[src/rtl/jtag_pkg.sv]
// Shared types and helpers for the JTAG scan sequencer: IEEE 1149.1 TAP
// state encoding, command opcodes, controller states and the TAP transition function.
package jtag_pkg;

  typedef enum logic [3:0] {
    TAP_EX2_DR = 4'h0,
    TAP_EX1_DR = 4'h1,
    TAP_SH_DR  = 4'h2,
    TAP_PAU_DR = 4'h3,
    TAP_SEL_IR = 4'h4,
    TAP_UPD_DR = 4'h5,
    TAP_CAP_DR = 4'h6,
    TAP_SEL_DR = 4'h7,
    TAP_EX2_IR = 4'h8,
    TAP_EX1_IR = 4'h9,
    TAP_SH_IR  = 4'hA,
    TAP_PAU_IR = 4'hB,
    TAP_RTI    = 4'hC,
    TAP_UPD_IR = 4'hD,
    TAP_CAP_IR = 4'hE,
    TAP_TLR    = 4'hF
  } tap_state_e;

  typedef enum logic [1:0] {
    OP_TAP_RESET = 2'd0,
    OP_SCAN_IR   = 2'd1,
    OP_SCAN_DR   = 2'd2,
    OP_IDLE_CYC  = 2'd3
  } jtag_op_e;

  typedef enum logic [2:0] {
    CTRL_WALK_RTI = 3'd0,
    CTRL_READY    = 3'd1,
    CTRL_NAV      = 3'd2,
    CTRL_SHIFT    = 3'd3,
    CTRL_EXIT     = 3'd4,
    CTRL_RUNIDLE  = 3'd5,
    CTRL_TLR_SEQ  = 3'd6,
    CTRL_RESP     = 3'd7
  } ctrl_state_e;

  // NAV tms sequences from RTI to Shift-xR, bit k is the k-th value driven.
  localparam logic [3:0] NAV_DR_TMS  = 4'b0001;
  localparam logic [1:0] NAV_DR_LAST = 2'd2;
  localparam logic [3:0] NAV_IR_TMS  = 4'b0011;
  localparam logic [1:0] NAV_IR_LAST = 2'd3;

  localparam int unsigned TLR_TMS_ONES = 5;

  function automatic tap_state_e tap_next(input tap_state_e cur, input logic tms);
    tap_state_e nxt;
    case (cur)
      TAP_TLR:    nxt = tms ? TAP_TLR    : TAP_RTI;
      TAP_RTI:    nxt = tms ? TAP_SEL_DR : TAP_RTI;
      TAP_SEL_DR: nxt = tms ? TAP_SEL_IR : TAP_CAP_DR;
      TAP_CAP_DR: nxt = tms ? TAP_EX1_DR : TAP_SH_DR;
      TAP_SH_DR:  nxt = tms ? TAP_EX1_DR : TAP_SH_DR;
      TAP_EX1_DR: nxt = tms ? TAP_UPD_DR : TAP_PAU_DR;
      TAP_PAU_DR: nxt = tms ? TAP_EX2_DR : TAP_PAU_DR;
      TAP_EX2_DR: nxt = tms ? TAP_UPD_DR : TAP_SH_DR;
      TAP_UPD_DR: nxt = tms ? TAP_SEL_DR : TAP_RTI;
      TAP_SEL_IR: nxt = tms ? TAP_TLR    : TAP_CAP_IR;
      TAP_CAP_IR: nxt = tms ? TAP_EX1_IR : TAP_SH_IR;
      TAP_SH_IR:  nxt = tms ? TAP_EX1_IR : TAP_SH_IR;
      TAP_EX1_IR: nxt = tms ? TAP_UPD_IR : TAP_PAU_IR;
      TAP_PAU_IR: nxt = tms ? TAP_EX2_IR : TAP_PAU_IR;
      TAP_EX2_IR: nxt = tms ? TAP_UPD_IR : TAP_SH_IR;
      TAP_UPD_IR: nxt = tms ? TAP_SEL_DR : TAP_RTI;
      default:    nxt = TAP_TLR;
    endcase
    return nxt;
  endfunction

endpackage

[src/rtl/jtag_tap_mirror.sv]
// Local copy of the target TAP state, advanced on every clock edge from
// the tms value the sequencer is currently driving.
module jtag_tap_mirror
  import jtag_pkg::*;
(
  input  logic       clk,
  input  logic       rst,
  input  logic       tms,
  output tap_state_e state
);

  tap_state_e state_q;
  tap_state_e state_d;

  // Next TAP state from the IEEE graph.
  always_comb begin
    state_d = tap_next(state_q, tms);
  end

  // TAP state register, reset to Test-Logic-Reset.
  always_ff @(posedge clk) begin
    if (rst) begin
      state_q <= TAP_TLR;
    end else begin
      state_q <= state_d;
    end
  end

  assign state = state_q;

endmodule

[src/rtl/jtag_scan_ctrl.sv]
// Master-side JTAG scan sequencer: takes scan/reset/idle commands, drives
// tms/tdi through the TAP graph and returns captured tdo words.
module jtag_scan_ctrl
  import jtag_pkg::*;
#(
  parameter int unsigned MAX_LEN = 32,
  parameter int unsigned LEN_W   = $clog2(MAX_LEN + 1)
) (
  input  logic               tck,
  input  logic               trst,
  input  logic               cmd_valid,
  output logic               cmd_ready,
  input  logic [1:0]         cmd_op,
  input  logic [LEN_W-1:0]   cmd_len,
  input  logic [MAX_LEN-1:0] cmd_data,
  output logic               rsp_valid,
  input  logic               rsp_ready,
  output logic [MAX_LEN-1:0] rsp_data,
  output logic               tms,
  output logic               tdi,
  input  logic               tdo,
  output logic [3:0]         tap_state
);

  localparam int unsigned IDX_W = (MAX_LEN > 1) ? $clog2(MAX_LEN) : 1;

  ctrl_state_e        state_q, state_d;
  logic [LEN_W-1:0]   cnt_q, cnt_d;
  logic [LEN_W-1:0]   len_q, len_d;
  logic [MAX_LEN-1:0] data_q, data_d;
  logic [MAX_LEN-1:0] cap_q, cap_d;
  logic [IDX_W-1:0]   cap_idx_q, cap_idx_d;
  logic               is_ir_q, is_ir_d;
  logic               tms_q, tms_d;
  logic               tdi_q, tdi_d;
  logic               cmd_ready_q, cmd_ready_d;
  logic               rsp_valid_q, rsp_valid_d;

  tap_state_e         tap_q;
  logic [LEN_W-1:0]   len_eff;
  logic [3:0]         nav_seq;
  logic [1:0]         nav_last;

  jtag_tap_mirror u_tap_mirror (
    .clk   (tck),
    .rst   (trst),
    .tms   (tms_q),
    .state (tap_q)
  );

  assign len_eff = (cmd_len > LEN_W'(MAX_LEN)) ? LEN_W'(MAX_LEN) : cmd_len;

  // Controller next-state, tms/tdi sequencing and tdo capture.
  always_comb begin
    state_d     = state_q;
    cnt_d       = cnt_q;
    len_d       = len_q;
    data_d      = data_q;
    is_ir_d     = is_ir_q;
    cap_d       = cap_q;
    cap_idx_d   = cap_idx_q;
    rsp_valid_d = rsp_valid_q;
    tms_d       = 1'b0;
    tdi_d       = 1'b0;
    nav_seq     = is_ir_q ? NAV_IR_TMS : NAV_DR_TMS;
    nav_last    = is_ir_q ? NAV_IR_LAST : NAV_DR_LAST;

    // tdo is stable from the target's negedge update while the mirror sits in Shift-xR.
    if ((tap_q == TAP_SH_DR) || (tap_q == TAP_SH_IR)) begin
      cap_d[cap_idx_q] = tdo;
      cap_idx_d        = cap_idx_q + IDX_W'(1);
    end else begin
      cap_idx_d = cap_idx_q;
    end

    case (state_q)
      CTRL_WALK_RTI: begin
        if (cnt_q == LEN_W'(0)) begin
          cnt_d = LEN_W'(1);
        end else begin
          cnt_d   = LEN_W'(0);
          state_d = CTRL_READY;
        end
      end
      CTRL_READY: begin
        if (cmd_valid) begin
          case (jtag_op_e'(cmd_op))
            OP_TAP_RESET: begin
              tms_d   = 1'b1;
              cnt_d   = LEN_W'(1);
              state_d = CTRL_TLR_SEQ;
            end
            OP_IDLE_CYC: begin
              len_d = len_eff;
              cnt_d = LEN_W'(0);
              if (len_eff == LEN_W'(0)) begin
                state_d = CTRL_READY;
              end else begin
                state_d = CTRL_RUNIDLE;
              end
            end
            OP_SCAN_IR, OP_SCAN_DR: begin
              len_d     = len_eff;
              data_d    = cmd_data;
              is_ir_d   = (jtag_op_e'(cmd_op) == OP_SCAN_IR);
              cap_d     = '0;
              cap_idx_d = IDX_W'(0);
              if (len_eff == LEN_W'(0)) begin
                rsp_valid_d = 1'b1;
                state_d     = CTRL_RESP;
              end else begin
                tms_d   = 1'b1;
                cnt_d   = LEN_W'(1);
                state_d = CTRL_NAV;
              end
            end
            default: state_d = CTRL_READY;
          endcase
        end else begin
          state_d = CTRL_READY;
        end
      end
      CTRL_NAV: begin
        tms_d = nav_seq[cnt_q[1:0]];
        if (cnt_q[1:0] == nav_last) begin
          cnt_d   = LEN_W'(0);
          state_d = CTRL_SHIFT;
        end else begin
          cnt_d = cnt_q + LEN_W'(1);
        end
      end
      CTRL_SHIFT: begin
        tdi_d  = data_q[0];
        data_d = data_q >> 1;
        if (cnt_q == (len_q - LEN_W'(1))) begin
          tms_d   = 1'b1;
          cnt_d   = LEN_W'(0);
          state_d = CTRL_EXIT;
        end else begin
          tms_d = 1'b0;
          cnt_d = cnt_q + LEN_W'(1);
        end
      end
      CTRL_EXIT: begin
        // Exit1 -> Update -> RTI, response raised on the edge that lands in RTI.
        if (cnt_q == LEN_W'(0)) begin
          tms_d = 1'b1;
          cnt_d = LEN_W'(1);
        end else if (cnt_q == LEN_W'(1)) begin
          tms_d = 1'b0;
          cnt_d = LEN_W'(2);
        end else begin
          tms_d       = 1'b0;
          cnt_d       = LEN_W'(0);
          rsp_valid_d = 1'b1;
          state_d     = CTRL_RESP;
        end
      end
      CTRL_RUNIDLE: begin
        if (cnt_q == len_q) begin
          cnt_d   = LEN_W'(0);
          state_d = CTRL_READY;
        end else begin
          cnt_d = cnt_q + LEN_W'(1);
        end
      end
      CTRL_TLR_SEQ: begin
        tms_d = (cnt_q < LEN_W'(TLR_TMS_ONES));
        if (cnt_q == LEN_W'(TLR_TMS_ONES + 1)) begin
          cnt_d   = LEN_W'(0);
          state_d = CTRL_READY;
        end else begin
          cnt_d = cnt_q + LEN_W'(1);
        end
      end
      CTRL_RESP: begin
        if (rsp_ready) begin
          rsp_valid_d = 1'b0;
          state_d     = CTRL_READY;
        end else begin
          rsp_valid_d = 1'b1;
        end
      end
      default: begin
        cnt_d   = LEN_W'(0);
        state_d = CTRL_WALK_RTI;
      end
    endcase

    cmd_ready_d = (state_d == CTRL_READY);
  end

  // Controller registers; trst discards any command in flight.
  always_ff @(posedge tck) begin
    if (trst) begin
      state_q     <= CTRL_WALK_RTI;
      cnt_q       <= LEN_W'(0);
      len_q       <= LEN_W'(0);
      data_q      <= '0;
      cap_q       <= '0;
      cap_idx_q   <= IDX_W'(0);
      is_ir_q     <= 1'b0;
      tms_q       <= 1'b1;
      tdi_q       <= 1'b0;
      cmd_ready_q <= 1'b0;
      rsp_valid_q <= 1'b0;
    end else begin
      state_q     <= state_d;
      cnt_q       <= cnt_d;
      len_q       <= len_d;
      data_q      <= data_d;
      cap_q       <= cap_d;
      cap_idx_q   <= cap_idx_d;
      is_ir_q     <= is_ir_d;
      tms_q       <= tms_d;
      tdi_q       <= tdi_d;
      cmd_ready_q <= cmd_ready_d;
      rsp_valid_q <= rsp_valid_d;
    end
  end

  assign cmd_ready = cmd_ready_q;
  assign rsp_valid = rsp_valid_q;
  assign rsp_data  = cap_q;
  assign tms       = tms_q;
  assign tdi       = tdi_q;
  assign tap_state = tap_q;

endmodule

[config.mk]
export PLATFORM = sky130hd
export DESIGN_NAME = jtag_scan_ctrl
export DESIGN_NICKNAME = d
export VERILOG_FILES = /design/src/rtl/jtag_pkg.sv /design/src/rtl/jtag_tap_mirror.sv /design/src/rtl/jtag_scan_ctrl.sv
export SDC_FILE = /design/constraint.sdc
export NUM_CORES = 1
export LEC_CHECK = 0
export BUFFER_PORTS_ARGS = -buffer_cell sky130_fd_sc_hd__buf_2
export CORE_MARGIN = 8
export CORE_UTILIZATION = 30
export DETAILED_ROUTE_END_ITERATION = 10
export HOLD_SLACK_MARGIN = 0.06
export MAX_ROUTING_LAYER = met4
export PLACE_DENSITY = 0.58
export SKIP_LAST_GASP = 1
export SLEW_MARGIN = 15
export SYNTH_ARGS = -nofsm -noshare
export SYNTH_HDL_FRONTEND = slang
export SYNTH_HIERARCHICAL = 1
export SYNTH_SLANG_ARGS = --single-unit
[constraint.sdc]
create_clock -name tck -period 2.3 [get_ports tck]
set_clock_uncertainty 0.15 [all_clocks]
set_input_delay 0.575 -clock tck [delete_from_list [all_inputs] [get_ports tck]]
set_output_delay 0.575 -clock tck [all_outputs]
set_load 0.01 [all_outputs]
==> flow_metrics.tcl <==
set metrics [dict create \
    clock-sinks 93 \
    place_hpwl_um 8620 \
    seq_area_frac_synth_pct 40.4 \
    ctsHoldBuffers 0 \
    vias_per_cell 4.90 \
    finalNetCount 736 \
    antenna_found_initial 0 \
    portBuffers 84 \
    drv_cap 0 \
    cp_common_cell "o31a_1" \
    fin_setup_tns_ns 0 \
    wl_met2_um 4910 \
    crit_chain "inv_1, ha_1, and2_1, o21a_1, o31a_1, o31a_1, o221a_1, a21o_1" \
    synth_area_leaders "dfxtp_1 (40%), nand2_1 (10%), nor2_1 (7.2%), a311oi_1 (6.1%), a21oi_1 (4.8%)" \
    synthArstFlopShare_pct 0 \
    syn_inst 604 \
    wl_met3_um 639 \
    cts_buffers 9 \
    power_uw 4750 \
    io_pins 85 \
    cts_tree "done" \
    yosys.area.top_type "dfxtp_1" \
    fin_ws_ns 0.127 \
    hold_viol 0 \
    setup_viol 0 \
    grt_pass1_wl_um 20100 \
    cts-root-buf "clkbuf_16" \
    synth.most_common_cell "nand2_1" \
    wl_per_cell_um 13.6 \
    synth_common_cells "nand2_1 (127), dfxtp_1 (93), nor2_1 (88), a21oi_1 (44), a311oi_1 (32)" \
    regArea_sq_mm 0.00186 \
    routed_wl_um 11800 \
    post-route-period-util_pct 94.5 \
    synth_seq_cells 93 \
    fp.coreArea_sq_mm 0.0151 \
    drtPass1Iterations 6 \
    irDropWorstVdd_uv 385 \
    path_delay_family "compound AO/OA/AOI/OAI gates" \
    slew_headroom_pct 61.7 \
    ys_types 45 \
    top_layer_used "met4" \
    multi_input_area_sq_mm 0.00255 \
    critPathBufInv 1 \
    synth_area_per_cell_sq_um 7.63 \
    syn_nets 663 \
    post-place-ws_ns 0.112 \
    ctsLongestPathBuffers 2 \
    die_width_um 140 \
    outcome "completed" \
    clk-insertion-delay-late_ns 0.34 \
    drc_errors 0 \
    p_leak_uw 0.00229 \
    die_y_um 140 \
    period_needed_ns 2.17 \
    cp.arrival_ns 2.26 \
    fmax_mhz 460 \
    endpoint_kind "flip-flop" \
    worstMarginPinSlew_ns 0.574 \
    antennaDiodeCount 0 \
    setup.worst_path.start_class "flip-flop" \
    floorplan.initialDensity_pct 30.5 \
    grt-ovfl-total 0 \
    max_stage_delay_ns 0.33 \
    cts_max_level 3 \
    synth_edf_count 0 \
    power.density_mw_per_mm2 850 \
    grt_pass1_vias 3994 \
    syn_to_final_growth_pct 21.2 \
    clkSlewWorstSetupHoldPaths_ns 0.06 \
    drtIter0Drc 279 \
    ys_warn_count 6 \
    fillers 1622 \
    hold_class "flip-flop to flip-flop" \
    cts_setup_buffers 0 \
    rows 45 \
    drive_above_1_share_pct 17.7 \
    worst-path-max-fanout 6 \
    vias 4264 \
    wl_met1_um 6150 \
    syn_area_sq_mm 0.00461 \
    detail-route-antenna-nets 0 \
    place.gp.congestion 0.858 \
    critical_path_class "flip-flop to flip-flop" \
    slowest_stage "dfxtp_1" \
    grt_max_degree 38 \
    yosysTopAreaCellShare_pct 40.4 \
    yosys_most_used_dff "dfxtp_1" \
    drv_slew 0 \
    die_area_sq_mm 0.0196 \
    grtUsageTotal_pct 12.7 \
    rsz0062_at_grt "no" \
    critPathRequiredTime_ns 2.39 \
]
[layout make-up]
cell class	count	share of cell area, %
clock buffers	13	4.66
well taps	188	4.21
flip-flops and latches	93	33.3
clock inverters	3	0.784
multi-input cells	460	45.7
repair buffers	101	10.5
inverters	12	0.807
[per-layer routing]
layer	vias up	GRT usage, %
li1	2224	-
met1	1928	17.0
met2	104	17.7
met3	8	4.32
met4	0	3.60
met5	-	-
[power breakdown]
| group | internal, uW | switching (uW) |
|---|---|---|
| clock network | 903 | 625 |
| registers | 1810 | 189 |
| logic | 525 | 699 |
[repair_timing]
| action | CTS | global route |
|---|---|---|
| hold endpoints to repair | 0 | 0 |
| resized for setup | 0 | 1 |
| endpoints found under the setup margin | 0 | 3 |
[path summary, 6_finish.rpt]
| kind | startpoint | depth (start not counted) | slack, ns | end |
|---|---|---|---|---|
| max | len_q[0] | 8 | 0.13 | cnt_q[5] |
| min | rsp_data[19] | 2 | 0.32 | rsp_data[19] |
| max reg2reg | len_q[0] | 8 | 0.13 | cnt_q[5] |
| min reg2reg | rsp_data[19] | 2 | 0.32 | rsp_data[19] |
[logic make-up (layout without fill, tap and decap cells)]
| logic type | count (synthesis) | after routing | synth area share (%) |
|---|---|---|---|
| adder cells (fa/ha/maj) | 14 | 14 | 3.80 |
| buffers and inverters | 51 | 129 | 4.53 |
| AO/OA/AOI/OAI | 127 | 127 | 18.0 |
| AND/OR/NAND/NOR | 292 | 292 | 27.6 |
| XOR/XNOR | 14 | 14 | 2.82 |
| multiplexers | 13 | 13 | 2.82 |
| flip-flops | 93 | 93 | 40.4 |
[metrics by stage]
| step | cells | hold slack [ns] | area [sq um] | utilization, % |
|---|---|---|---|---|
| finish | 870 | 0.317 | 5580 | 37.0 |
| CTS | 870 | 0.313 | 5580 | 37.0 |
| global placement | 854 | 0.298 | 5280 | 35.0 |
| detailed placement | 854 | 0.305 | 5280 | 35.0 |
| floorplan | 604 | 0.296 | 4610 | - |
| global route | 870 | 0.325 | 5580 | 37.0 |
[worst min-delay path, delay by kind of cell (launching register included)]
kind	cells	cell delay, ns
AO/OA/AOI/OAI	1	0.06
AND/OR/NAND/NOR	1	0.05
flip-flops	1	0.31
[flip-flops by register name, indices dropped and copies added, names as in the netlist]
name	count
is_ir_q	1
tms	1
cap_idx_q	5
rsp_valid	1
cnt_q	6
cmd_ready	1
state_q	3
rsp_data	32
data_q	32
len_q	6
tdi	1
u_tap_mirror/state	4
[placed cells by master (no fill, tap or decap), types with 8 or more instances in the layout]
cell / Yosys / routed
buf_2: 8 / 84
buf_4: 0 / 14
nand3_1: 27 / 27
a21oi_1: 44 / 44
o21ai_0: 26 / 25
clkbuf_16: 0 / 9
mux2i_1: 13 / 13
dfxtp_1: 93 / 93
xor2_1: 8 / 8
nor2_1: 88 / 87
a311oi_1: 32 / 32
inv_1: 12 / 12
nor2b_1: 9 / 8
ha_1: 14 / 14
nand2_1: 127 / 127
No activity file was read; power rests on OpenSTA's default activity.
